[src/rtl/rr_stream_arbiter.sv]
// -----------------------------------------------------------------------------
// rr_stream_arbiter
//
// Round-robin arbiter that merges N packetised valid/ready streams into one
// registered valid/ready output stage. A requester that wins arbitration keeps
// the grant until its last beat is accepted; priority then rotates to the
// requester after it. Arbitration is zero-cycle and the output register gives
// one cycle of latency at full throughput, including back-to-back packets from
// different requesters.
//
// Ports:
//   sys_clk    - clock, all state updates on the rising edge
//   rst_n      - asynchronous active-low reset
//   req_valid  - per-requester beat valid                      [N]
//   req_data   - packed beat data, requester i at [i*DW +: DW] [N*DW]
//   req_last   - per-requester last-beat-of-packet flag        [N]
//   req_ready  - per-requester accept, one-hot or zero          [N]
//   out_valid  - registered downstream valid
//   out_data   - registered downstream data                     [DW]
//   out_last   - registered downstream last flag
//   out_src    - registered index of the requester that sourced the beat [SW]
//   out_ready  - downstream accept
//   locked     - high while a multi-beat packet holds the grant
// -----------------------------------------------------------------------------
module rr_stream_arbiter #(
    parameter  int N  = 4,
    parameter  int DW = 3,
    localparam int SW = $clog2(N)
) (
    input  logic            sys_clk,
    input  logic            rst_n,
    input  logic [N-1:0]    req_valid,
    input  logic [N*DW-1:0] req_data,
    input  logic [N-1:0]    req_last,
    output logic [N-1:0]    req_ready,
    output logic            out_valid,
    output logic [DW-1:0]   out_data,
    output logic            out_last,
    output logic [SW-1:0]   out_src,
    input  logic            out_ready,
    output logic            locked
);

    typedef enum logic {
        IDLE   = 1'b0,
        LOCKED = 1'b1
    } state_t;

    state_t          state_q, state_d;
    logic [SW-1:0]   ptr_q, ptr_d;
    logic [SW-1:0]   owner_q, owner_d;
    logic            out_valid_q, out_valid_d;
    logic [DW-1:0]   out_data_q, out_data_d;
    logic            out_last_q, out_last_d;
    logic [SW-1:0]   out_src_q, out_src_d;

    logic            load_en;
    logic            grant_ok;
    logic            xfer;
    logic [SW-1:0]   winner;
    logic [SW-1:0]   idle_winner;
    logic [DW-1:0]   sel_data;
    logic            sel_last;

    // (base + off) mod N, for base < N and 0 <= off < N.
    function automatic logic [SW-1:0] wrap_add(input logic [SW-1:0] base, input int off);
        int sum;
        sum = int'(base) + off;
        if (sum >= N) sum = sum - N;
        return SW'(sum);
    endfunction

    // The output register can take a new beat when it is empty or being drained.
    assign load_en = ~out_valid_q | out_ready;

    // Rotating priority scan: walk from the farthest offset back to ptr so the
    // last hit (closest to ptr) wins.
    always_comb begin
        // NOTE: every signal written here gets a default first, so no path
        // leaves one unassigned and no latch is inferred.
        idle_winner = ptr_q;
        for (int k = N - 1; k >= 0; k--) begin
            if (req_valid[wrap_add(ptr_q, k)]) idle_winner = wrap_add(ptr_q, k);
        end
    end

    always_comb begin
        winner   = idle_winner;
        grant_ok = |req_valid;
        if (state_q == LOCKED) begin
            winner   = owner_q;
            grant_ok = req_valid[owner_q];
        end
    end

    // A granted, valid beat is always accepted when the output stage can load.
    assign xfer = load_en & grant_ok;

    always_comb begin
        req_ready = '0;
        sel_data  = '0;
        sel_last  = 1'b0;
        for (int i = 0; i < N; i++) begin
            if (winner == SW'(i)) begin
                req_ready[i] = xfer;
                sel_data     = req_data[i*DW +: DW];
                sel_last     = req_last[i];
            end
        end
    end

    // Packet-lock state machine and priority pointer.
    always_comb begin
        state_d = state_q;
        ptr_d   = ptr_q;
        owner_d = owner_q;
        if (xfer) begin
            if (sel_last) begin
                state_d = IDLE;
                ptr_d   = wrap_add(winner, 1);
            end else if (state_q == IDLE) begin
                state_d = LOCKED;
                owner_d = winner;
            end
        end
    end

    // Output register: load the granted beat, or empty out when drained with
    // nothing to replace it; otherwise hold.
    always_comb begin
        out_valid_d = out_valid_q;
        out_data_d  = out_data_q;
        out_last_d  = out_last_q;
        out_src_d   = out_src_q;
        if (load_en) begin
            out_valid_d = xfer;
            if (xfer) begin
                out_data_d = sel_data;
                out_last_d = sel_last;
                out_src_d  = winner;
            end
        end
    end

    // NOTE: the asynchronous reset clears every flop, datapath included, so a
    // reset mid-packet drops the in-flight beat and output reads as all-zero.
    always_ff @(posedge sys_clk or negedge rst_n) begin
        if (!rst_n) begin
            state_q     <= IDLE;
            ptr_q       <= '0;
            owner_q     <= '0;
            out_valid_q <= 1'b0;
            out_data_q  <= '0;
            out_last_q  <= 1'b0;
            out_src_q   <= '0;
        end else begin
            // NOTE: non-blocking assignments so every flop samples the
            // pre-edge values regardless of statement order.
            state_q     <= state_d;
            ptr_q       <= ptr_d;
            owner_q     <= owner_d;
            out_valid_q <= out_valid_d;
            out_data_q  <= out_data_d;
            out_last_q  <= out_last_d;
            out_src_q   <= out_src_d;
        end
    end

    assign out_valid = out_valid_q;
    assign out_data  = out_data_q;
    assign out_last  = out_last_q;
    assign out_src   = out_src_q;
    assign locked    = (state_q == LOCKED);

endmodule

[config.mk]
export PLATFORM = sky130hd
export DESIGN_NAME = rr_stream_arbiter
export DESIGN_NICKNAME = d
export VERILOG_FILES = /design/src/rtl/rr_stream_arbiter.sv
export SDC_FILE = /design/constraint.sdc
export NUM_CORES = 1
export LEC_CHECK = 0
export BUFFER_PORTS_ARGS = -buffer_cell sky130_fd_sc_hd__buf_2
export CORE_UTILIZATION = 33
export DETAILED_ROUTE_END_ITERATION = 10
export RECOVER_POWER = 25
export SLEW_MARGIN = 20
export SYNTH_ARGS = -nofsm -noshare
export SYNTH_HDL_FRONTEND = slang
export SYNTH_SLANG_ARGS = --single-unit
export TNS_END_PERCENT = 1
[constraint.sdc]
create_clock -name sys_clk -period 3.6 [get_ports sys_clk]
set_clock_uncertainty 0.1 [all_clocks]
set_input_delay 0.18 -clock sys_clk [delete_from_list [all_inputs] [get_ports sys_clk]]
set_output_delay 0.18 -clock sys_clk [all_outputs]
set_load 0.05 [all_outputs]
==> metrics.md, run 1 <==
| Metric | Value |
|---|---|
| Status | `complete, no violations` |
| Fmax | `366.2 MHz` |
| Detailed Place HPWL | `1419 um` |
| Initial detailed-routing violation count | `16` |
| Largest area contributor in the netlist | `dfrtp_1` |
| Vias in the first global route | `671` |
| CTS tree | `done` |
| Placed inst area | `1021 um2` |
| Ys async rst share | `100.0%` |
| Final instance area | `1066 um2` |
| Setup-failing EPs final | `0` |
| Crit path DAT | `2780 ps` |
| Largest cells by area after synthesis | `dfrtp_1 36%, ha_1 6.0%, nor2b_1 5.2%` |
| Die ar. | `2734 um2` |
| Worst EP required | `3650 ps` |
| Layout fillers | `226` |
| Clock network power share | `9.0%` |
| Total track usage | `15.09%` |
| Switching share of power | `52.74%` |
| WHS Path Cells | `3` |
| TNS Setup | `0 ps` |
| Starting Density | `36.33%` |
| Initial antenna violation count | `0` |
| Wire per inst | `11.38 um` |
| Worst Path Max Fanout | `7` |
| Root buffer cell | `clkbuf_4` |
| R2R cell count | `11` |
| Cell Rows | `17` |
| Worst setup path class | `flip-flop to flip-flop` |
| Worst path max stage delay | `440 ps` |
| Post-synth top cells | `12 x dfrtp_1, 8 x nand2_1, 7 x a21oi_1, 7 x inv_1, 7 x nor2b_1` |
| Slowest CP cell | `dfrtp_1` |
| First-pass GRT wire length | `2973 um` |
| Final hold violations | `0` |
| RR Startpoint | `ptr_q[1]$_DFFE_PN0P_` |
| Number of flops mapped to enable cells by yosys | `0` |
| Part of the Yosys area used for sequential elements | `35.98%` |
| Post-CTS sizing | `0` |
| Max_cap viols | `0` |
| HP Start | `out_ready` |
| Die H | `52.29 um` |
| Clock Latency Late Sink | `270 ps` |
| Synth top area share | `35.98%` |
| Sequential power share | `22.7%` |
| Worst-margin pin slew | `657.4 ps` |
| DR vias/cell | `5.019` |
| Leakage power | `0.5251 nW` |
| Rel. slew slack | `56.18%` |
| Largest net degree at the start of global routing | `18` |
| Area growth, synth to finish | `27.74%` |
| Final WL | `1787 um` |
| RSZ-0062 raised after global routing | `no` |
| Via count | `788` |
| Post-CTS Setup Inserts | `0` |
| Maximum vdd drop | `528.5 uV` |
| Seq cells post-synth | `12` |
| Reg2reg setup slack | `870 ps` |
| Fin crit share | `75.86%` |
| Dominant synthesized flop cell | `dfrtp_1` |
| I/O Pins | `35` |
| Antenna cells | `0` |
| Total gr overflow | `0` |
| CTS clock-pin slew for the worst setup and hold paths | `80 ps` |
| Most frequent cell after synthesis | `dfrtp_1` |
| Switch Pwr | `0.6232 mW` |
| Die extent in x | `52.29 um` |
| GP Congestion | `0.7699` |
| Synth Instances | `93` |
| Final slew viol count | `0` |
| Buf/Inv on CP | `1` |
| Hold Path Class | `input pin to flip-flop` |
| Core area | `2297 um2` |
| Syn Std Cell Area | `834.6 um2` |
| Critical Path Start | `ptr_q[1]$_DFFE_PN0P_` |
| Combinational share of power | `68.3%` |
| Kind of cell adding the most delay to the critical path | `compound AO/OA/AOI/OAI gates` |
| Layout cell share with drive strength beyond 1 | `33.33%` |
| Distinct cells, synth | `28` |
| Minimum clock period after layout | `2731 ps` |
| Mean Syn Cell Area | `8.974 um2` |
| Internal cell power | `0.5584 mW` |
| CP Capture Type | `flip-flop` |
| Nets@finish | `157` |
| Synth Warn # | `0` |
| Routed Antenna Nets | `0` |
| Power per cell area | `1108 nW/um2` |
| Post-Synthesis Net Count | `120` |
| Worst r2r dst | `owner_q[0]$_DFFE_PN0P_` |
| Crit path cell chain | `nor3_1, a31oi_1, a31oi_1, o21ai_0, inv_1, ha_1, nand2_1, o21ai_0, o31a_1, or3b_1, mux2i_1` |
| # clock sinks | `12` |
| H-tree depth | `1` |
| First-pass DRT Iterations | `4` |
| Clk buf depth | `2` |
| Total clock buffers created by CTS | `3` |
| Port Buffers | `34` |
| Worst Hold Endpoint | `out_valid$_DFFE_PN0N_` |
| Post-route DRC | `0` |
| Crit path launch type | `flip-flop` |
stage by stage:
stage          worst slack, ps  utilization (%)  power (mW)  instances  hold slack [ps]
6_report                 869.1            46.41       1.182        157            89.13
5_1_grt                  645.1            46.41       1.300        157            100.9
4_1_cts                  865.9            46.46       1.194        157            87.51
3_5_place_dp             878.3            44.44       1.084        152           -18.86
3_3_place_gp             978.2            44.44       1.070        152           -18.80
2_1_floorplan             1053                -      0.9209         93           -215.6
layout by cell type (no fill, tap or decap):
cell type | synthesis | layout
and3_1 | 1 | 1
o31a_4 | 1 | 1
a221oi_1 | 3 | 3
o21a_1 | 3 | 3
mux2_2 | 3 | 3
and2_1 | 4 | 4
inv_1 | 7 | 7
o21ai_1 | 1 | 1
dfrtp_1 | 12 | 12
nor2_1 | 4 | 4
nand2b_1 | 4 | 4
mux2i_1 | 2 | 2
ha_1 | 4 | 4
a2bb2oi_2 | 2 | 2
nand2_1 | 8 | 8
a31oi_1 | 2 | 2
nor2b_1 | 7 | 7
or3b_1 | 1 | 1
o31a_1 | 1 | 1
o21ai_0 | 5 | 5
clkbuf_4 | 0 | 3
clkbuf_8 | 0 | 1
o221ai_1 | 1 | 1
nor3_1 | 5 | 5
buf_2 | 0 | 33
clkbuf_1 | 1 | 1
a21oi_1 | 7 | 7
a22oi_1 | 1 | 1
a21boi_1 | 1 | 1
dlygate4sd3_1 | 0 | 1
power by group through the flow:
stage | Clock, mW | Combinational, mW | Sequential [mW]
final | 0.107 | 0.807 | 0.268
after CTS | 0.111 | 0.814 | 0.268
after global routing | 0.121 | 0.899 | 0.280
after detailed placement | 0 | 0.814 | 0.270
after global placement | 0 | 0.804 | 0.267
after floorplan | 0 | 0.518 | 0.402
registers in the layout, summed over array words and instances, names as in the netlist:
name       cells
ptr_q          2
locked         1
out_last       1
owner_q        2
out_data       3
out_valid      1
out_src        2
worst max path at each step:
stage                                  end  slack [ps]  cells after the start
floorplan           owner_q[0]$_DFFE_PN0P_        1050                      9
global placement    owner_q[1]$_DFFE_PN0P_         980                     11
detailed placement  owner_q[0]$_DFFE_PN0P_         880                     11
CTS                 owner_q[0]$_DFFE_PN0P_         870                     11
global route        owner_q[0]$_DFFE_PN0P_         650                     11
finish              owner_q[0]$_DFFE_PN0P_         870                     11
timing repair:
| action | CTS | global route |
|---|---|---|
| endpoints found under the setup margin | 0 | 0 |
| endpoints found under the hold margin | 12 | 0 |
| hold buffers | 1 | 0 |
cells by family after synthesis:
group | after synthesis | share of synthesized area (%)
AO/OA/AOI/OAI | 28 | 24.74
adder cells (fa/ha/maj) | 4 | 5.997
buffers and inverters | 10 | 5.397
flip-flops | 12 | 35.98
multiplexers | 5 | 6.447
AND/OR/NAND/NOR | 34 | 21.44
per-layer routing:
layer  routed length (um)  vias to the layer above  track usage [%]  share of wire [%]
li1                     -                      399                -                  -
met5                    0                        -                0                  0
met3                  141                        2            3.768                7.9
met1                  892                      347            20.50                 50
met4                   12                        0            7.895               0.67
met2                  741                       40            21.73                 41
worst reg2reg max path, cell delays in order, from the launching register on:
cell     delay, ps
dfrtp_1        440
nor3_1          70
a31oi_1        160
a31oi_1        120
o21ai_0        370
inv_1          120
ha_1           280
nand2_1         90
o21ai_0         70
o31a_1         260
or3b_1         400
mux2i_1        140
area by class of cell:
class | instances | area, um2 | share of cell area (%)
Timing Repair Buffer | 35 | 178.9 | 16.78
Multi-Input combinational cell | 71 | 489.2 | 45.89
Inverter | 7 | 26.28 | 2.465
Clock buffer | 4 | 36.28 | 3.404
Tap cell | 28 | 35.03 | 3.286
Sequential cell | 12 | 300.3 | 28.17
No activity file was read; power rests on OpenSTA's default activity.
==> run 2, diff against run 1 <==
--- a/config.mk
+++ b/config.mk
@@ -5,6 +5,7 @@
 export SDC_FILE = /design/constraint.sdc
 export NUM_CORES = 1
 export LEC_CHECK = 0
+export ABC_AREA = 1
 export BUFFER_PORTS_ARGS = -buffer_cell sky130_fd_sc_hd__buf_2
 export CORE_UTILIZATION = 33
 export DETAILED_ROUTE_END_ITERATION = 10
==> constraint.sdc (replaced) <==
create_clock -name sys_clk -period 2.2 [get_ports sys_clk]
set_clock_uncertainty 0.1 [all_clocks]
set_input_delay 0.11 -clock sys_clk [delete_from_list [all_inputs] [get_ports sys_clk]]
set_output_delay 0.11 -clock sys_clk [all_outputs]
set_load 0.05 [all_outputs]
==> metrics.md, run 2 <==
| Metric | Value |
|---|---|
| Status | `complete, but fails checks (was complete, no violations)` |
| Failing checks | `negative setup slack` |
| Syn Std Cell Area | `977.2 um2 (was 834.6 um2)` |
| Largest net degree at the start of global routing | `16 (was 18)` |
| Final slew viol count | `0 (unchanged)` |
| Routed length on met3 | `113 um (was 141 um)` |
| Setup-failing EPs final | `13 (was 0)` |
| Max reg flops | `3 (unchanged)` |
| Crit path cell chain | `buf_6, o21ai_4, nand2_2, nand2_1, inv_2, nand2_2, nand2_1, nand2_1, nand3_2, buf_4, buf_4, buf_4, buf_4, buf_4, buf_4, buf_4, buf_4, nand3_1, nand2_1 (was nor3_1, a31oi_1, a31oi_1, o21ai_0, inv_1, ha_1, nand2_1, o21ai_0, o31a_1, or3b_1, mux2i_1)` |
| Post-route insts no fill | `254 (was 157)` |
| Largest cells by area after synthesis | `dfrtp_1 31%, nand2_1 22%, nand3_1 7.7% (was dfrtp_1 36%, ha_1 6.0%, nor2b_1 5.2%)` |
| Routed Antenna Nets | `0 (unchanged)` |
| Synth Instances | `150 (was 93)` |
| Worst setup path class | `flip-flop to flip-flop (unchanged)` |
| DR vias/cell | `4.815 (was 5.019)` |
| H-tree depth | `1 (unchanged)` |
| Met2 WL | `1621 um (was 741 um)` |
| Cell Rows | `19 (was 17)` |
| Synth top area share | `30.73% (was 35.98%)` |
| Hold Path Class | `input pin to flip-flop (unchanged)` |
| Post-route DRC | `0 (unchanged)` |
| Total clock buffers created by CTS | `3 (unchanged)` |
| Number of flops mapped to enable cells by yosys | `0 (unchanged)` |
| Clock Latency Late Sink | `270 ps (about the same)` |
| Top sig layer | `met4 (unchanged)` |
| Distinct cells, synth | `23 (was 28)` |
| Antenna cells | `0 (unchanged)` |
| Final setup margin | `-352.7 ps (was 869.1 ps)` |
| Placed insts | `230 (was 152)` |
| Total track usage | `21.02% (was 15.09%)` |
| Fmax | `391.7 MHz (was 366.2 MHz)` |
| # clock sinks | `12 (unchanged)` |
| Largest area contributor in the netlist | `dfrtp_1 (unchanged)` |
| Nets@finish | `251 (was 157)` |
| Starting Density | `35.13% (was 36.33%)` |
| Die extent in x | `56.42 um (was 52.29 um)` |
| Wire per inst | `12.28 um (was 11.38 um)` |
| CTS clock-pin slew for the worst setup and hold paths | `80 ps (about the same)` |
| Worst Path Max Fanout | `4 (was 7)` |
| Max_cap viols | `0 (unchanged)` |
| Die H | `56.42 um (was 52.29 um)` |
| Commonest non-fill, non-tap cell in the layout | `nand2_1 (was buf_2)` |
| Area growth, synth to finish | `75.03% (was 27.74%)` |
| Total gr overflow | `0 (unchanged)` |
| CP Capture Type | `flip-flop (unchanged)` |
| Final hold violations | `0 (unchanged)` |
| Final Util | `61.49% (was 46.41%)` |
| Minimum clock period after layout | `2553 ps (was 2731 ps)` |
| Root buffer cell | `clkbuf_4 (unchanged)` |
| Layout cell share with drive strength beyond 1 | `55.61% (was 33.33%)` |
| Initial antenna violation count | `0 (unchanged)` |
| Core area | `2781 um2 (was 2297 um2)` |
| Post-synth top cells | `57 x nand2_1, 15 x nand3_1, 14 x inv_1 (was 12 x dfrtp_1, 8 x nand2_1, 7 x a21oi_1, 7 x inv_1, 7 x nor2b_1)` |
| Synth Warn # | `0 (unchanged)` |
| Port Buffers | `34 (unchanged)` |
| Die ar. | `3183 um2 (was 2734 um2)` |
| Seq cells post-synth | `12 (unchanged)` |
| CTS tree | `done (unchanged)` |
| Slowest CP cell | `dfrtp_2 (was dfrtp_1)` |
| Most frequent cell after synthesis | `nand2_1 (was dfrtp_1)` |
| Via count | `1223 (was 788)` |
| TNS Setup | `-3115 ps (was 0 ps)` |
| Rel. slew slack | `57.84% (was 56.18%)` |
| Final WL | `3118 um (was 1787 um)` |
| Clk buf depth | `2 (unchanged)` |
| Worst EP required | `2260 ps (was 3650 ps)` |
| Vias in the first global route | `1213 (was 671)` |
| Mean Syn Cell Area | `6.515 um2 (was 8.974 um2)` |
| RSZ-0062 raised after global routing | `yes (was no)` |
| Dominant synthesized flop cell | `dfrtp_1 (unchanged)` |
| First-pass GRT wire length | `5326 um (was 2973 um)` |
| Most frequent cells in the layout | `46 x nand2_1, 30 x buf_4, 29 x buf_2, 12 x nand2_2, 12 x o21ai_1 (was 33 x buf_2, 12 x dfrtp_1, 8 x nand2_1)` |
| Crit path launch type | `flip-flop (unchanged)` |
| I/O Pins | `35 (unchanged)` |
| Part of the Yosys area used for sequential elements | `30.73% (was 35.98%)` |
| Ys async rst share | `100.0% (unchanged)` |
| Worst path max stage delay | `450 ps (was 440 ps)` |
| Initial detailed-routing violation count | `51 (was 16)` |
| Worst-margin pin slew | `632.4 ps (was 657.4 ps)` |
| GP Congestion | `0.8487 (was 0.7699)` |
| First-pass DRT Iterations | `4 (unchanged)` |
| Post-Synthesis Net Count | `177 (was 120)` |
| Crit path top cell by count | `buf_4` |
| DRT met1 WL | `1352 um (was 892 um)` |
| Fin crit share | `116.0% (was 75.86%)` |
| Detailed Place HPWL | `2023 um (was 1419 um)` |
| Crit path DAT | `2610 ps (was 2780 ps)` |
==> run 2: cell types whose count changed in the layout (fill, tap and decap cells not counted), moves of 6 or more <==
cell     previous run  this run
nand2_1             8        46
buf_4               0        30
nand2_2             0        12
nand3_1             0        11
o21ai_1             1        12
buf_6               0         8
nor2b_1             7         0
inv_4               0         6
==> run 2: layer usage <==
metal  vias to the layer above  GRT usage (%)
li1                        629              -
met1                       555          27.05
met2                        35          38.44
met3                         4          1.613
met4                         0          4.181
met5                         -              0
==> run 2: area by class of cell <==
type / instances / area, um2
tap: 31 / 38.79
fill: 250 / 1071
inverter: 21 / 98.84
clock buffer: 4 / 36.28
timing repair buffer: 71 / 499.2
sequential: 12 / 304.0
multi-input combinational: 115 / 733.2
==> run 2: cells by family after synthesis <==
group	share of synthesized area (%)
buffers and inverters	10.63
flip-flops	30.73
AO/OA/AOI/OAI	13.57
adder cells (fa/ha/maj)	5.122
AND/OR/NAND/NOR	39.95
==> run 2: path summary, 6_finish.rpt <==
path,start,endpoint,slack (ps),cells after the start
worst max-delay path,ptr_q[0]$_DFFE_PN0P_,ptr_q[0]$_DFFE_PN0P_,-350,19
worst min-delay path,req_data[9],out_data[0]$_DFFE_PN0P_,7,3
worst max register to register,ptr_q[0]$_DFFE_PN0P_,ptr_q[0]$_DFFE_PN0P_,-350,19
worst min register to register,out_src[1]$_DFFE_PN0P_,out_src[1]$_DFFE_PN0P_,380,2
max in group asynchronous,rst_n,locked$_DFFE_PN0P_,1290,2
min in group asynchronous,rst_n,owner_q[0]$_DFFE_PN0P_,260,2
==> run 2: stage by stage <==
step           setup slack [ps]  area [um2]  hold WS, ps
5_1_grt                  -474.4        1710        19.08
6_report                 -352.7        1710        7.309
3_3_place_gp             -267.5        1295       -100.7
4_1_cts                  -301.8        1605        49.01
2_1_floorplan            -141.6       980.9       -285.6
3_5_place_dp             -330.0        1295       -97.34
==> run 2: worst max-delay path: cells and delay by family (launching register included) <==
| family | cells | cell delay, ps |
|---|---|---|
| AND/OR/NAND/NOR | 8 | 570 |
| buffers and inverters | 10 | 1170 |
| AO/OA/AOI/OAI | 1 | 160 |
| flip-flops | 1 | 450 |
==> run 2: repair_timing <==
| action | 4_1_cts | 5_1_grt |
|---|---|---|
| endpoints found under the hold margin | 13 | 0 |
| setup buffers | 14 | 3 |
| hold buffers | 2 | 0 |
| gates cloned | 1 | 0 |
| gates resized for setup | 43 | 33 |
| setup endpoints to repair | 13 | 13 |
| pin swaps | 18 | 19 |
Power of run 2 is not shown: default switching activity piles up to over one toggle a cycle in this logic, so the estimate is an artifact.
==> run 3, diff against run 2 <==
--- a/config.mk
+++ b/config.mk
@@ -7,8 +7,9 @@
 export LEC_CHECK = 0
 export ABC_AREA = 1
 export BUFFER_PORTS_ARGS = -buffer_cell sky130_fd_sc_hd__buf_2
-export CORE_UTILIZATION = 33
+export CORE_UTILIZATION = 44
 export DETAILED_ROUTE_END_ITERATION = 10
+export PLACE_DENSITY = 0.75
 export RECOVER_POWER = 25
 export SLEW_MARGIN = 20
 export SYNTH_ARGS = -nofsm -noshare
==> metrics.md, run 3 (same netlist as run 2, synthesis figures left out) <==
| Metric | Value |
|---|---|
| RR Startpoint | `ptr_q[0]$_DFFE_PN0P_ (unchanged)` |
| Top sig layer | `met4 (unchanged)` |
| Clk buf depth | `2 (unchanged)` |
| Routed length on met3 | `187 um (was 113 um)` |
| Fmax | `389.5 MHz (was 391.7 MHz)` |
| Initial detailed-routing violation count | `35 (was 51)` |
| Register area | `302.8 um2 (was 304.0 um2)` |
| Die ar. | `2413 um2 (was 3183 um2)` |
| HP Start | `req_data[11] (was req_data[9])` |
| Worst EP required | `2280 ps (was 2260 ps)` |
| Routed Antenna Nets | `0 (unchanged)` |
| Final WL | `3505 um (was 3118 um)` |
| Total track usage | `27.94% (was 21.02%)` |
| Final setup margin | `-367.1 ps (was -352.7 ps)` |
| H-tree depth | `1 (unchanged)` |
| Critical Path Start | `ptr_q[0]$_DFFE_PN0P_ (unchanged)` |
| Placed inst area | `1297 um2 (was 1295 um2)` |
| RSZ-0062 raised after global routing | `yes (unchanged)` |
| Total clock buffers created by CTS | `3 (unchanged)` |
| Vias in the first global route | `1278 (was 1213)` |
| Minimum clock period after layout | `2567 ps (was 2553 ps)` |
| CTS tree | `done (unchanged)` |
| Crit path DAT | `2640 ps (was 2610 ps)` |
| Worst Path Max Fanout | `8 (was 4)` |
| Starting Density | `48.33% (was 35.13%)` |
| I/O Pins | `35 (unchanged)` |
| Area growth, synth to finish | `72.34% (was 75.03%)` |
| CTS clock-pin slew for the worst setup and hold paths | `80 ps (about the same)` |
| Nets@finish | `245 (was 251)` |
| DR vias/cell | `5.348 (was 4.815)` |
| Max reg flops | `3 (unchanged)` |
| GP Congestion | `0.9722 (was 0.8487)` |
| Die extent in x | `49.13 um (was 56.42 um)` |
| Most frequent cells in the layout | `39 x nand2_1, 29 x buf_2, 25 x buf_4, 16 x nand2_2 (was 46 x nand2_1, 30 x buf_4, 29 x buf_2, 12 x nand2_2, 12 x o21ai_1)` |
| Failing checks | `negative setup slack (unchanged)` |
| Post-route DRC | `0 (unchanged)` |
| Cell Rows | `16 (was 19)` |
| Met2 WL | `1871 um (was 1621 um)` |
| CP Capture Type | `flip-flop (unchanged)` |
| Clock Latency Late Sink | `280 ps (was 270 ps)` |
| # clock sinks | `12 (unchanged)` |
| Largest net degree at the start of global routing | `16 (unchanged)` |
| Via count | `1305 (was 1223)` |
| Layout cell share with drive strength beyond 1 | `59.45% (was 55.61%)` |
| Status | `complete, but fails checks (unchanged)` |
| Wire per inst | `14.36 um (was 12.28 um)` |
| First-pass DRT Iterations | `4 (unchanged)` |
| Die H | `49.13 um (was 56.42 um)` |
| Crit path launch type | `flip-flop (unchanged)` |
| Worst-margin pin slew | `648.5 ps (was 632.4 ps)` |
| Layout fillers | `122 (was 250)` |
| Worst setup path class | `flip-flop to flip-flop (unchanged)` |
| Port Buffers | `34 (unchanged)` |
| Core area | `2022 um2 (was 2781 um2)` |
| Antenna cells | `0 (unchanged)` |
| First-pass GRT wire length | `5264 um (was 5326 um)` |
| Hold Path Class | `input pin to flip-flop (unchanged)` |
| Final instance area | `1684 um2 (was 1710 um2)` |
| DRT met1 WL | `1354 um (was 1352 um)` |
| Detailed Place HPWL | `2052 um (was 2023 um)` |
| Final slew viol count | `0 (unchanged)` |
| Rel. slew slack | `56.77% (was 57.84%)` |
| Initial antenna violation count | `0 (unchanged)` |
| Area of the multi-input gates | `769.5 um2 (was 733.2 um2)` |
| Final hold violations | `0 (unchanged)` |
| Max_cap viols | `0 (unchanged)` |
| Setup-failing EPs final | `13 (unchanged)` |
| Total gr overflow | `0 (unchanged)` |
| Commonest non-fill, non-tap cell in the layout | `nand2_1 (unchanged)` |
| Root buffer cell | `clkbuf_4 (unchanged)` |
| Fin crit share | `116.7% (was 116.0%)` |
-- run 3: cell count changes in the layout (fill, tap and decap cells not counted), sizes merged --
cell,before,now
inv,20,21
clkinv,1,0
buf,68,62
-- run 3: path summary, 6_finish.rpt --
check,endpoint,slack [ps],cells past startpoint
worst max-delay path,owner_q[0]$_DFFE_PN0P_,-370,21
worst min-delay path,out_data[2]$_DFFE_PN0P_,10,3
worst max register to register,owner_q[0]$_DFFE_PN0P_,-370,21
worst min register to register,out_src[1]$_DFFE_PN0P_,400,2
max in group asynchronous,ptr_q[1]$_DFFE_PN0P_,1280,2
min in group asynchronous,owner_q[0]$_DFFE_PN0P_,270,2
-- run 3: repair_timing --
| action | 4_1_cts | 5_1_grt |
|---|---|---|
| gates resized for setup | 46 | 38 |
| endpoints found under the setup margin | 13 | 13 |
| endpoints found under the hold margin | 13 | 0 |
| pin swaps | 22 | 18 |
| buffers inserted | 6 | 5 |
| hold buffers | 2 | 0 |
-- run 3: critical path, stage by stage (launching register included) --
cell	delay, ps
dfrtp_1	410
buf_6	190
nand2_2	80
o21ai_4	80
nand2_1	70
nand2_1	80
nand2_2	60
nand2_2	60
nand2_1	50
nand2_1	60
nand3_2	100
nand2_4	110
inv_4	60
ha_4	170
inv_4	60
nand3_2	70
o211ai_1	80
o21ai_1	120
nor3_2	240
inv_2	70
nand2_1	90
nand2_1	60
-- run 3: cell type report --
cell class                      instances  share of cell area (%)
Tap cell                               27                   2.006
Clock buffer                            4                   2.155
Sequential cell                        12                   17.98
Timing Repair Buffer                   65                   26.75
Multi-Input combinational cell        115                   45.69
Inverter                               21                   5.423
-- run 3: layer usage --
metal | vias to the layer above | GRT usage (%)
met5 | - | 0
met3 | 10 | 2.804
li1 | 618 | -
met4 | 0 | 9.314
met1 | 607 | 31.40
met2 | 70 | 53.65
-- run 3: per-stage QoR --
step / TNS, ps / utilization [%] / cells / hold WS (ps) / setup slack [ps]
2_1_floorplan: -840.3 / - / 150 / -285.6 / -141.6
3_3_place_gp: -1696 / 64.17 / 227 / -104.1 / -251.4
3_5_place_dp: -2249 / 64.17 / 227 / -101.6 / -326.7
4_1_cts: -2763 / 77.04 / 239 / 49.30 / -289.5
5_1_grt: -5201 / 83.29 / 244 / 15.71 / -521.0
6_report: -3284 / 83.29 / 244 / 9.776 / -367.1
Power of run 3 is left out for the same reason.
